**src/rtl/mem_stage_access.sv**
```systemverilog
// mem_stage_access: Y86-64 memory-stage data access over a req/rsp memory port
module mem_stage_access #(
    parameter int unsigned MEM_BYTES = 65536,
    parameter int unsigned TIMEOUT   = 255
) (
    input  logic        clk_i,
    input  logic        rst_n_i,
    input  logic [2:0]  M_stat_i,
    input  logic [3:0]  M_icode_i,
    input  logic [63:0] M_valE_i,
    input  logic [63:0] M_valA_i,
    input  logic        adv_i,
    output logic        mem_req_o,
    output logic        mem_we_o,
    output logic [63:0] mem_addr_o,
    output logic [63:0] mem_wdata_o,
    input  logic        mem_ready_i,
    input  logic        mem_rvalid_i,
    input  logic [63:0] mem_rdata_i,
    input  logic        mem_err_i,
    output logic [63:0] m_valM_o,
    output logic [2:0]  m_stat_o,
    output logic        m_busy_o,
    output logic [31:0] m_stall_cnt_o
);
    localparam logic [2:0] SAOK    = 3'd1;
    localparam logic [2:0] SADR    = 3'd3;
    localparam logic [3:0] IRMMOVQ = 4'h4;
    localparam logic [3:0] IMRMOVQ = 4'h5;
    localparam logic [3:0] ICALL   = 4'h8;
    localparam logic [3:0] IRET    = 4'h9;
    localparam logic [3:0] IPUSHQ  = 4'hA;
    localparam logic [3:0] IPOPQ   = 4'hB;
    localparam int TW = $clog2(TIMEOUT + 1);

    typedef enum logic [1:0] {IDLE, REQ, WAIT, DONE} state_t;

    state_t        state_q;
    logic          req_q;
    logic          we_q;
    logic [63:0]   addr_q;
    logic [63:0]   wdata_q;
    logic [63:0]   valm_q;
    logic          err_q;
    logic [TW-1:0] cnt_q;
    logic [31:0]   stall_q;

    logic          is_rd;
    logic          is_wr;
    logic          is_mem;
    logic          in_range;
    logic [63:0]   addr_d;

    // Classify the M instruction and pick its address; range check is done
    // in 65 bits so addresses near 2^64 cannot wrap into range.
    always_comb begin
        is_rd    = (M_stat_i == SAOK) &&
                   (M_icode_i == IMRMOVQ || M_icode_i == IPOPQ || M_icode_i == IRET);
        is_wr    = (M_stat_i == SAOK) &&
                   (M_icode_i == IRMMOVQ || M_icode_i == IPUSHQ || M_icode_i == ICALL);
        is_mem   = is_rd || is_wr;
        addr_d   = (M_icode_i == IPOPQ || M_icode_i == IRET) ? M_valA_i : M_valE_i;
        in_range = ({1'b0, addr_d} + 65'd8) <= 65'(MEM_BYTES);
    end

    // Stall request and writeback-facing results.
    always_comb begin
        m_busy_o = rst_n_i && ((state_q == IDLE && is_mem && in_range) ||
                               state_q == REQ || state_q == WAIT);
        m_valM_o = (state_q == DONE) ? valm_q : 64'd0;
        m_stat_o = (state_q == DONE && err_q) ? SADR : M_stat_i;
    end

    assign mem_req_o     = req_q;
    assign mem_we_o      = we_q;
    assign mem_addr_o    = addr_q;
    assign mem_wdata_o   = wdata_q;
    assign m_stall_cnt_o = stall_q;

    // Access FSM with registered port outputs, results and stall counter.
    always_ff @(posedge clk_i) begin
        if (!rst_n_i) begin
            state_q <= IDLE;
            req_q   <= 1'b0;
            we_q    <= 1'b0;
            addr_q  <= 64'd0;
            wdata_q <= 64'd0;
            valm_q  <= 64'd0;
            err_q   <= 1'b0;
            cnt_q   <= '0;
            stall_q <= 32'd0;
        end else begin
            if (m_busy_o && stall_q != 32'hFFFF_FFFF)
                stall_q <= stall_q + 32'd1;
            case (state_q)
                IDLE: begin
                    if (is_mem && in_range) begin
                        state_q <= REQ;
                        req_q   <= 1'b1;
                        we_q    <= is_wr;
                        addr_q  <= addr_d;
                        wdata_q <= M_valA_i;
                        valm_q  <= 64'd0;
                    end else if (is_mem) begin
                        state_q <= DONE;
                        err_q   <= 1'b1;
                        valm_q  <= 64'd0;
                    end
                end
                REQ: begin
                    if (mem_ready_i) begin
                        req_q   <= 1'b0;
                        state_q <= we_q ? DONE : WAIT;
                        cnt_q   <= '0;
                    end
                end
                WAIT: begin
                    if (mem_rvalid_i) begin
                        state_q <= DONE;
                        err_q   <= mem_err_i;
                        valm_q  <= mem_err_i ? 64'd0 : mem_rdata_i;
                    end else if (cnt_q == TW'(TIMEOUT - 1)) begin
                        state_q <= DONE;
                        err_q   <= 1'b1;
                    end else begin
                        cnt_q <= cnt_q + 1'b1;
                    end
                end
                DONE: begin
                    if (adv_i) begin
                        state_q <= IDLE;
                        err_q   <= 1'b0;
                    end
                end
            endcase
        end
    end
endmodule
```
**config.mk**
```make
export PLATFORM = sky130hd
export DESIGN_NAME = mem_stage_access
export DESIGN_NICKNAME = d
export VERILOG_FILES = /design/src/rtl/mem_stage_access.sv
export SDC_FILE = /design/constraint.sdc
export NUM_CORES = 1
export LEC_CHECK = 0
export ABC_CLOCK_PERIOD_IN_PS = 7200
export CORE_AREA = 5 5 166 168
export CTS_CLUSTER_SIZE = 25
export DETAILED_ROUTE_END_ITERATION = 8
export DIE_AREA = 0 0 171 173
export DONT_BUFFER_PORTS = 1
export PLACE_DENSITY = 0.63
export SYNTH_ARGS = -nofsm -noshare
export SYNTH_HDL_FRONTEND = slang
export SYNTH_SLANG_ARGS = --single-unit
```
**constraint.sdc**
```tcl
create_clock -name clk_i -period 7.2 [get_ports clk_i]
set_input_delay 0.72 -clock clk_i [delete_from_list [all_inputs] [get_ports clk_i]]
set_output_delay 0.72 -clock clk_i [all_outputs]
set_load 0.05 [all_outputs]
```
======== After elaboration in Yosys (flattened, before gate mapping) ========
Cells that the tools add are included.
word-level totals
  bits in registers ....................... 237
  output and inout port bits .............. 230
cells by class
  add/sub/neg operators ................... 3
  order comparisons ....................... 1
  equality and inequality tests ........... 22
  multiplexer cells ....................... 29
  reductions and logical operators ........ 27
operators with widths
  operator                                                count
  two-way mux 64 bit                                      6
  one-hot mux 64 bit (2 select lines)                     1
  adder 64 x 4 -> 65 bit (second input constant)          1
  <= comparator 65 x 17 -> 1 bit (second input constant)  1
  adder 32 x 1 -> 32 bit (second input constant)          1
  inequality test 32 bit (second input constant)          1
  two-way mux 8 bit                                       3
  equality test 4 bit (second input constant)             4
  one-hot mux 8 bit (2 select lines)                      1
  inequality test 2 bit (second input constant)           7
  two-way mux 2 bit                                       6
  adder 8 x 1 -> 8 bit (second input constant)            1
  equality test 4 x 3 -> 1 bit (second input constant)    2
  equality test 8 bit (second input constant)             1
  logical AND 1 bit                                       8
  logical OR 1 bit                                        8
  two-way mux 1 bit                                       8
  one-hot mux 2 bit (4 select lines)                      1
  AND reduction 4 bit                                     2
  inequality test 3 x 2 -> 1 bit (second input constant)  2
  AND reduction 3 bit                                     2
  nonzero test 2 bit                                      3
  AND reduction 5 bit                                     1
  equality test 2 bit (second input constant)             2
  other kinds (9)                                         9

======== Depth between registers and ports, before layout ========
Gate-level depths: netlist of the first run.
  depth after elaboration ................. 11
  gate-level depth with buffers ........... 24

======== Worst setup path after synthesis of the first run ========
No wires, ideal clock.
  path type ............................... input to output
  start ................................... input port M_icode_i[2]
  end ..................................... output port m_busy_o
  data arrival time ....................... 5.749 ns
  data required time ...................... 6.480 ns
  setup slack ............................. 0.731 ns
  cell stages on the path ................. 23
  buffers on the path ..................... 9
  path through ............................ nand3b_2 > buf_2 > buf_2 > buf_2 > buf_2 > buf_2 > nand2_1 > nand2_1 > ha_1 > buf_2 > inv_1 > nor4_2 > o221ai_2 > or4_1 > buf_2 > mux2_4 > a211oi_2 > nand4_1 > nor4_2 > a21oi_2 > buf_6 > clkbuf_1 > nor2_1
on the way
  elaborated cells between the ends (all ways) .. 22
  classes of those cells .................. add/sub: 1; order compare: 1; eq/ne: 6; mux: 1; reduce/logical: 13
RTL lines
  element                           RTL line  RTL
  from (decl)                       9         input logic [3:0] M_icode_i,
  equality test 4 bit               62        addr_d = (M_icode_i == IPOPQ || M_icode_i == IRET) ? M_valA_i : M_valE_i;
  logical OR 1 bit *                62
  two-way mux 64 bit *              62
  named net addr_d[3]               52        logic [63:0] addr_d;
  adder 64 x 4 -> 65 bit *          63        in_range = ({1'b0, addr_d} + 65'd8) <= 65'(MEM_BYTES);
  <= comparator 65 x 17 -> 1 bit *  63
  logical AND 1 bit *               68        m_busy_o = rst_n_i && ((state_q == IDLE && is_mem && in_range) ||
  logical OR 1 bit *                68
  logical OR 1 bit *                69        state_q == REQ || state_q == WAIT);
  logical AND 1 bit *               68
  to (decl)                         23        output logic m_busy_o,
The timed path passes the listed nets; every way through them passes the cells marked *.

======== Final worst setup path of the first run ========
Ends and elaborated chain as after synthesis.

==> results.toml, run 1 <==
[clock_tree]
clk_transition_reported_paths_ns = 0.07
cts_root_buf = "clkbuf_16"
cts.path.max_buffers = 3
number_of_buffers_added_by_the_clock_tree_synthesis_step = 26
buffers_inserted_during_post_cts_setup_optimization = 0
cts_resized = 0
hold_bufs_at_cts = 0
cts.htree.levels = 1
clock_insertion_delay_worst_skew_ns = 0.53
tritoncts = "yes"
sink_count = 237

[timing]
timing_max_transition_violations_final = 0
finalSetupViolations = 0
remaining_max_slew_budget_at_the_tightest_pin_pct = 22.5
rsz0062_at_grt = "no"
finalHoldViolCount = 0
layout_worst_path_cycle_share_pct = 84.2
finalClockSkew_ns = 0.0206
timing.setup.tns_ns = 0
max_slew.worst_pin.slew_ns = 1.16
hold_ws_ns = 0.335
timing.final.crit_period_ns = 6.06
achievable-frequency_ghz = 0.165

[setup_path]
cp.buffers_inverters = 2
critical_path.startpoint_type = "input port"
cpLargestDelayFamily = "simple AND/OR/NAND/NOR gates"
worstPathCellList = "and3b_4 -> nand2_1 -> nand2_1 -> ha_1 -> inv_1 -> nor4_2 -> o221ai_2 -> or4_1 -> mux2_4 -> a211oi_2 -> nand4_1 -> nor4_2 -> a21oi_4 -> nor2_1 -> buf_4"
critPathMaxStageDelay_ns = 0.75
critPathKind = "in -> out"
endpoint_kind = "output port"
cp.arrival_ns = 5.34
timing.critical_path.required_ns = 6.48
crit_path_max_fanout = 33
critical_path_cell_with_the_highest_stage_delay = "or4_1"

[detailed_routing]
vias = 11800
vias_per_cell = 6.26
detail_route.iter0.violations = 923
routed_wire_length_per_instance_um = 22.0
drt_wl_total_um = 41400
drc = 0
drt_pass1_iterations = 6
ant_nets = 0

[pwr]
max-vdd-ir-drop_mv = 0.213
pwr_density_cell_nw_per_um2 = 241
power.static_leakage_nw = 5.55

[floorplan]
ios = 435
core-area_sq_um = 25800
fp-row-count = 59
floorplan.initialDensity_pct = 49.6
die_outline_height_um = 173
die-width_um = 171
design.die.area_sq_um = 29600

[global_routing]
first_global_vias = 10900
initial_antenna_violation_count = 1
global_route.usage.total_pct = 25.7
grt_first_pass_wirelength_um = 62700
grt_start_max_net_pins = 110
overflow = 0

[status]
result_of_the_run = "finished clean"

[synthesis]
synth.avg_cell_area_sq_um = 8.03
seq_area_frac_synth_pct = 37.1
post_synth_instance_area_sq_um = 12800
ys.flop_type = "dfxtp_1"
netlist.area_leader.share_pct = 37.1
yosys.cell_types.count = 83
synth_edf_count = 0
synthTopCellsByArea = "dfxtp_1 (37%), mux2i_1 (9.6%), nand2_1 (5.4%), nand3_1 (4.9%), a21oi_1 (4.4%)"
synth_area_leader_cell = "dfxtp_1"
yosys_warnings = 0
ys_seq_elements = 237
syn-num-nets = 1806
synthArstFlopShare_pct = 0
postSynthCellCount = 1592

[layout]
drive_gt1_share_pct = 6.34
syn_to_final_growth_pct = 8.11
most_common_cell_after_layout_fill_and_taps_aside = "dfxtp_1"
most-common-layout-cells = "dfxtp_1 (237), nand2_1 (185), nor2_1 (149)"
filler_cell_count = 2451
design.final.nets = 1742

[placement]
gpl.final_weighted_congestion = 0.951
post-dp-hpwl_um = 30500
portBuffers = 0

[min_path]
hold_path_class = "in -> reg"

[job]
drv_cap = 0
-- report_power, final --
part           switching, W  internal, W  total, W
registers         0.0000309      0.00134   0.00137
clock network      0.000553     0.000859   0.00141
logic              0.000417     0.000137  0.000555
total               0.00100      0.00233   0.00333
-- flip-flops by register name, indices dropped and copies added (netlist names) --
signal and cells:
valm_q 64, err_q 1, state_q 2, mem_addr_o 64, mem_wdata_o 64, cnt_q 8, mem_we_o 1, m_stall_cnt_o 32
mem_req_o 1
-- metal layers --
layer  vias up  global-route usage [%]  share of wire [%]
li1       5623                       -                  -
met1      5499                    31.3                 38
met2       564                    41.0                 45
met3        96                    10.2                 12
met4         0                    9.14                4.2
met5         -                       0                  0
-- cell usage after synthesis, types with 17 or more instances --
library cell  number
a21oi_1          112
and2_1            71
and3_1            72
buf_2             28
clkbuf_1          72
dfxtp_1          237
mux2i_1          122
nand2_1          185
nand3_1          124
nand4_1           39
nor2_1           149
nor3_1            38
nor4_1            23
o21ai_0           33
o31ai_1           17
or3_1             24
or4_1             22
xnor2_1           21
-- path summary, 6_finish.rpt --
path | start | to | slack [ns] | cells after the start
hold reg to reg | valm_q[3]$_SDFFE_PN0P_ | valm_q[3]$_SDFFE_PN0P_ | 0.44 | 2
setup reg to reg | m_stall_cnt_o[6]$_SDFFE_PN0P_ | m_stall_cnt_o[13]$_SDFFE_PN0P_ | 3.55 | 11
setup / recovery | M_icode_i[2] | m_busy_o | 1.14 | 15
hold / removal | M_valA_i[44] | mem_wdata_o[44]$_SDFFE_PN0P_ | 0.33 | 2
-- cell type report --
type | instances | area, sq um | share of cell area [%]
Sequential cell | 237 | 4740 | 34.3
Clock inverter | 14 | 193 | 1.39
Antenna cell | 1 | 2.50 | 0.0181
Tap cell | 335 | 419 | 3.03
Inverter | 15 | 61.3 | 0.444
Clock buffer | 31 | 721 | 5.22
Timing Repair Buffer | 14 | 105 | 0.761
Multi-Input combinational cell | 1234 | 7570 | 54.8
-- metrics by stage --
| stage | power [W] | area [sq um] | util [%] | setup WS, ns | cells |
|---|---|---|---|---|---|
| finish | 0.00333 | 13800 | 53.6 | 1.14 | 1881 |
| global route | 0.00348 | 13800 | 53.6 | 0.870 | 1880 |
| CTS | 0.00337 | 13800 | 53.6 | 1.22 | 1880 |
| detailed placement | 0.00195 | 12900 | 50.1 | 1.23 | 1835 |
| global placement | 0.00194 | 12900 | 50.1 | 1.35 | 1835 |
| floorplan | 0.00183 | 12800 | - | 0.731 | 1592 |
-- logic make-up after synthesis --
family	after synthesis	synth area share (%)
multiplexers	130	10.3
XOR/XNOR	31	2.12
adder cells (fa/ha/maj)	9	0.881
AO/OA/AOI/OAI	259	12.9
buffers and inverters	121	4.03
AND/OR/NAND/NOR	805	32.6
flip-flops	237	37.1
(Power assumes the default switching activity.)
==> inputs of run 2 (changes only) <==
==> config.mk (replaced) <==
export PLATFORM = sky130hd
export DESIGN_NAME = mem_stage_access
export DESIGN_NICKNAME = d
export VERILOG_FILES = /design/src/rtl/mem_stage_access.sv
export SDC_FILE = /design/constraint.sdc
export NUM_CORES = 1
export LEC_CHECK = 0
export ABC_CLOCK_PERIOD_IN_PS = 5400
export CORE_AREA = 5 5 164 166
export CTS_CLUSTER_SIZE = 25
export DETAILED_ROUTE_END_ITERATION = 8
export DIE_AREA = 0 0 169 171
export DONT_BUFFER_PORTS = 1
export PLACE_DENSITY = 0.66
export SYNTH_ARGS = -nofsm -noshare
export SYNTH_HDL_FRONTEND = slang
export SYNTH_SLANG_ARGS = --single-unit
==> constraint.sdc (replaced) <==
create_clock -name clk_i -period 5.4 [get_ports clk_i]
set_input_delay 0.54 -clock clk_i [delete_from_list [all_inputs] [get_ports clk_i]]
set_output_delay 0.54 -clock clk_i [all_outputs]
set_load 0.05 [all_outputs]
==> run 2 against run 1 <==
Sequential cell count unchanged. Critical path depth increased by 1. Die area decreased by 2.3%. Clock skew decreased by 0.010 ns. Hold slack got worse by 0.18 ns. Critical path type unchanged. Largest cell class unchanged. Largest power group is now sequential cells. Highest routed layer unchanged.
==> results.toml, run 2 (synthesis gave the netlist of run 1 again) <==
[status]
result_of_the_run = "finished clean"

[pwr]
pwr_density_cell_nw_per_um2 = 314
max-vdd-ir-drop_mv = 0.209
power.static_leakage_nw = 5.61

[setup_path]
worst_r2r_start = "m_stall_cnt_o[6]$_SDFFE_PN0P_"
critical_path.startpoint_type = "input port"
cp.arrival_ns = 4.75
critical_path_source = "M_icode_i[2]"
critPathKind = "in -> out"
crit_path_max_fanout = 36
endpoint_kind = "output port"
timing.critical_path.required_ns = 4.86
critical_path_cell_with_the_highest_stage_delay = "a2111oi_0"
r2r_cells = 10
worstPathCellList = "and3b_4 -> nand2_1 -> nand2_1 -> ha_1 -> inv_1 -> nor4_2 -> o221ai_2 -> buf_4 -> nor3_2 -> xnor2_1 -> a2111oi_0 -> nand4_1 -> nor4_2 -> a21oi_4 -> nor2_4 -> buf_12"
critPathMaxStageDelay_ns = 0.75

[detailed_routing]
vias = 12000
routed_wire_length_per_instance_um = 22.4
drt_pass1_iterations = 7
detail_route.iter0.violations = 1103
vias_per_cell = 6.34
drt_wl_total_um = 42500
drc = 0
ant_nets = 0

[clock_tree]
cts_root_buf = "clkbuf_16"
number_of_buffers_added_by_the_clock_tree_synthesis_step = 26
clk_transition_reported_paths_ns = 0.06
sink_count = 237
cts_resized = 0
clock_insertion_delay_worst_skew_ns = 0.54
cts.path.max_buffers = 3
tritoncts = "yes"
cts.htree.levels = 1
hold_bufs_at_cts = 0
buffers_inserted_during_post_cts_setup_optimization = 0

[global_routing]
overflow = 0
initial_antenna_violation_count = 0
global_route.usage.total_pct = 27.1
first_global_vias = 11100
grt_start_max_net_pins = 106
grt_first_pass_wirelength_um = 64100

[placement]
portBuffers = 0
dp.cells = 1847
post-dp-hpwl_um = 31300
gpl.final_weighted_congestion = 0.969
postPlaceCellArea_sq_um = 13100

[timing]
rsz0062_at_grt = "no"
achievable-frequency_ghz = 0.189
timing.final.crit_period_ns = 5.29
finalSetupViolations = 0
remaining_max_slew_budget_at_the_tightest_pin_pct = 41.1
max_slew.worst_pin.slew_ns = 0.881
finalClockSkew_ns = 0.0102
timing.setup.tns_ns = 0
finalHoldViolCount = 0
timing_max_transition_violations_final = 0
layout_worst_path_cycle_share_pct = 98.0

[layout]
stdcell_area_sq_um = 13900
design.final.nets = 1754
post_layout_nonfiller_instances = 1893
most_common_cell_after_layout_fill_and_taps_aside = "dfxtp_1"
drive_gt1_share_pct = 7.13
syn_to_final_growth_pct = 8.85
most-common-layout-cells = "dfxtp_1 (237), nand2_1 (185), nor2_1 (148)"

[min_path]
min-delay-start = "mem_rdata_i[45]"
hold_path_class = "in -> reg"
worstHoldPathCells = 2

[floorplan]
fp-row-count = 59
ios = 435
die-width_um = 169
core-area_sq_um = 25500
die_outline_height_um = 171
design.die.area_sq_um = 28900
floorplan.initialDensity_pct = 50.2

[job]
drv_cap = 0
run 2: power by group:
part           switching [W]  leakage (nW)  internal [W]
Sequential         0.0000406          1.91       0.00178
Combinational       0.000570          3.27      0.000207
Clock               0.000729         0.426       0.00104
run 2: layout make-up:
class                      instances  area [sq um]
clock inverter                    12           128
tap                              335           419
inverter                          15          61.3
fill                            2438         11600
clock buffer                      33           727
antenna                            1          2.50
sequential                       237          4740
timing repair buffer              26           245
multi-input combinational       1234          7590
run 2: worst paths after layout:
check / endpoint / slack [ns]
worst min-delay path: valm_q[45]$_SDFFE_PN0P_ / 0.15
worst max register to register: m_stall_cnt_o[25]$_SDFFE_PN0P_ / 1.74
worst min register to register: valm_q[51]$_SDFFE_PN0P_ / 0.45
worst max-delay path: m_busy_o / 0.11
run 2: per-layer routing:
layer | vias to the layer above | routed length [um] | track usage (%)
met5 | - | 0 | 0
met4 | 0 | 968 | 6.97
met3 | 73 | 4700 | 8.34
met2 | 606 | 19900 | 44.9
met1 | 5665 | 16900 | 34.5
li1 | 5655 | - | -
run 2: per-stage QoR:
| step | utilization [%] | setup WS [ns] | hold WS [ns] | power, W |
|---|---|---|---|---|
| after global routing | 54.6 | 0.0264 | 0.135 | 0.00457 |
| after detailed placement | 51.3 | 0.207 | 0.440 | 0.00264 |
| final | 54.6 | 0.106 | 0.151 | 0.00437 |
| after global placement | 51.3 | 0.337 | 0.434 | 0.00263 |
| after floorplan | - | 0.0126 | 0.427 | 0.00244 |
| after CTS | 54.6 | 0.277 | 0.115 | 0.00441 |
run 2: critical path, delay by kind of cell:
kind | cells | cell delay [ns]
buf+inv | 3 | 0.53
xor+xnor | 1 | 0.08
compound gates | 3 | 1.32
simple gates | 8 | 2.07
fa+ha+maj | 1 | 0.17
==> inputs of run 3 (changes only) <==
==> config.mk (replaced) <==
export PLATFORM = sky130hd
export DESIGN_NAME = mem_stage_access
export DESIGN_NICKNAME = d
export VERILOG_FILES = /design/src/rtl/mem_stage_access.sv
export SDC_FILE = /design/constraint.sdc
export NUM_CORES = 1
export LEC_CHECK = 0
export ABC_CLOCK_PERIOD_IN_PS = 6100
export CORE_AREA = 5 5 166 168
export CTS_CLUSTER_SIZE = 25
export DETAILED_ROUTE_END_ITERATION = 8
export DIE_AREA = 0 0 171 173
export DONT_BUFFER_PORTS = 1
export PLACE_DENSITY = 0.63
export SLEW_MARGIN = 20
export SYNTH_ARGS = -nofsm -noshare
export SYNTH_HDL_FRONTEND = slang
export SYNTH_SLANG_ARGS = --single-unit
==> constraint.sdc (replaced) <==
create_clock -name clk_i -period 6.1 [get_ports clk_i]
set_input_delay 0.61 -clock clk_i [delete_from_list [all_inputs] [get_ports clk_i]]
set_output_delay 0.61 -clock clk_i [all_outputs]
set_load 0.05 [all_outputs]
==> run 3 against run 2 <==
Clock power shrank 8%. Combinational power is 13% lower. Register-to-register slack better by 0.64 ns. Largest power group is now the clock network. Core utilization is 0.88 points lower. Clock skew rose by 0.0025 ns. Critical path type unchanged. Highest routed layer is now met5.
==> results.toml, run 3 (synthesis gave the netlist of run 1 again) <==
[timing]
layout_worst_path_cycle_share_pct = 93.9
finalSetupViolations = 0
rsz0062_at_grt = "no"
finalHoldViolCount = 0
timing.final.crit_period_ns = 5.73
achievable-frequency_ghz = 0.175
fin_ws_ns = 0.372
timing_max_transition_violations_final = 0
max_slew.worst_pin.slew_ns = 1.03
remaining_max_slew_budget_at_the_tightest_pin_pct = 29.3
timing.setup.tns_ns = 0
finalClockSkew_ns = 0.0127

[floorplan]
floorplan.initialDensity_pct = 49.6
die_outline_height_um = 173
core-area_sq_um = 25800
die-width_um = 171
ios = 435
design.die.area_sq_um = 29600
fp-row-count = 59

[clock_tree]
buffers_inserted_during_post_cts_setup_optimization = 0
sink_count = 237
clk_transition_reported_paths_ns = 0.06
cts_resized = 0
tritoncts = "yes"
number_of_buffers_added_by_the_clock_tree_synthesis_step = 26
cts.path.max_buffers = 3
clock_insertion_delay_worst_skew_ns = 0.53
cts.htree.levels = 1
cts_root_buf = "clkbuf_16"
hold_bufs_at_cts = 0

[placement]
postPlaceCellArea_sq_um = 13000
post-dp-hpwl_um = 30700
preCtsSetupSlack_ns = 0.414
gpl.final_weighted_congestion = 0.914
portBuffers = 0

[global_routing]
overflow = 0
grt_first_pass_wirelength_um = 63400
initial_antenna_violation_count = 3
first_global_vias = 11000
grt_start_max_net_pins = 121
global_route.usage.total_pct = 26.0

[status]
result_of_the_run = "finished clean"

[setup_path]
critical_path.startpoint_type = "input port"
timing.critical_path.required_ns = 5.49
endpoint_kind = "output port"
cp.arrival_ns = 5.12
critPathKind = "in -> out"
crit_path_max_fanout = 33

[layout]
stdcell_area_sq_um = 13800
filler_cell_count = 2484
most-common-layout-cells = "dfxtp_1 (237), nand2_1 (185), nor2_1 (148)"
ff_latch_area_sq_um = 4740
area_of_combinational_cells_with_multiple_inputs_sq_um = 7580
most_common_cell_after_layout_fill_and_taps_aside = "dfxtp_1"
layout.core_utilization_pct = 53.7
drive_gt1_share_pct = 6.40
design.final.nets = 1743
syn_to_final_growth_pct = 8.33

[detailed_routing]
drc = 0
drt_wl_total_um = 41900
ant_nets = 0
drt_pass1_iterations = 5
routed_wire_length_per_instance_um = 22.2
vias = 11800
detail_route.iter0.violations = 1021
vias_per_cell = 6.26

[pwr]
power.static_leakage_nw = 5.55
design_power_total_w = 0.00390
max-vdd-ir-drop_mv = 0.221
pwr_density_cell_nw_per_um2 = 282

[job]
drv_cap = 0

[min_path]
hold_path_class = "in -> reg"
## run 3: cell types whose count changed in the layout (fill, tap and decap cells not counted), sizes merged
cell      previous run  this run
buf                 26        15
clkinv               9         5
clkbuf              33        35
clkinvlp             1         3
bufinv               2         3
inv                 15        16
## run 3: per-layer routing
metal | vias up | track usage, % | part of all wire, %
li1 | 5630 | - | -
met1 | 5494 | 31.4 | 38
met4 | 4 | 7.10 | 2.7
met5 | - | 0 | 0.055
met2 | 589 | 42.8 | 47
met3 | 82 | 10.8 | 13
## run 3: through the flow
step	hold slack [ns]	std cells
final	0.221	1884
after global routing	0.193	1884
after CTS	0.184	1883
after detailed placement	0.439	1836
after global placement	0.433	1836
after floorplan	0.427	1592
## run 3: power breakdown
part           leakage, nW  total, W  internal, W  switching, W
clock network        0.427   0.00162     0.000966      0.000652
registers             1.91   0.00161      0.00158     0.0000359
logic                 3.21  0.000672     0.000169      0.000503
total                 5.55   0.00390      0.00271       0.00119
## run 3: worst paths after layout
check,startpoint,end,slack (ns),cells after the start
worst max-delay path,M_icode_i[2],m_busy_o,0.37,13
worst min-delay path,rst_n_i,m_stall_cnt_o[28]$_SDFFE_PN0P_,0.22,1
worst max register to register,m_stall_cnt_o[6]$_SDFFE_PN0P_,m_stall_cnt_o[13]$_SDFFE_PN0P_,2.38,11
worst min register to register,valm_q[13]$_SDFFE_PN0P_,valm_q[13]$_SDFFE_PN0P_,0.44,2
## run 3: area by class of cell
class,count,area share [%]
multi-input cells,1234,54.7
flip-flops and latches,237,34.3
clock buffers,35,5.23
well taps,335,3.03
clock inverters,12,1.18
repair buffers,15,1.08
inverters,15,0.443
diodes,1,0.0181
## run 3: critical path: stages
cell and delay [ns]:
and3b_4 0.41, buf_4 0.36, buf_4 0.43, nor2_1 0.11, a31oi_1 0.78, nor3_1 0.18
xnor2_1 0.16, a2111oi_0 0.82, nand4_1 0.24, nor4_2 0.36, a21oi_4 0.28, nor2_2 0.20
buf_12 0.15
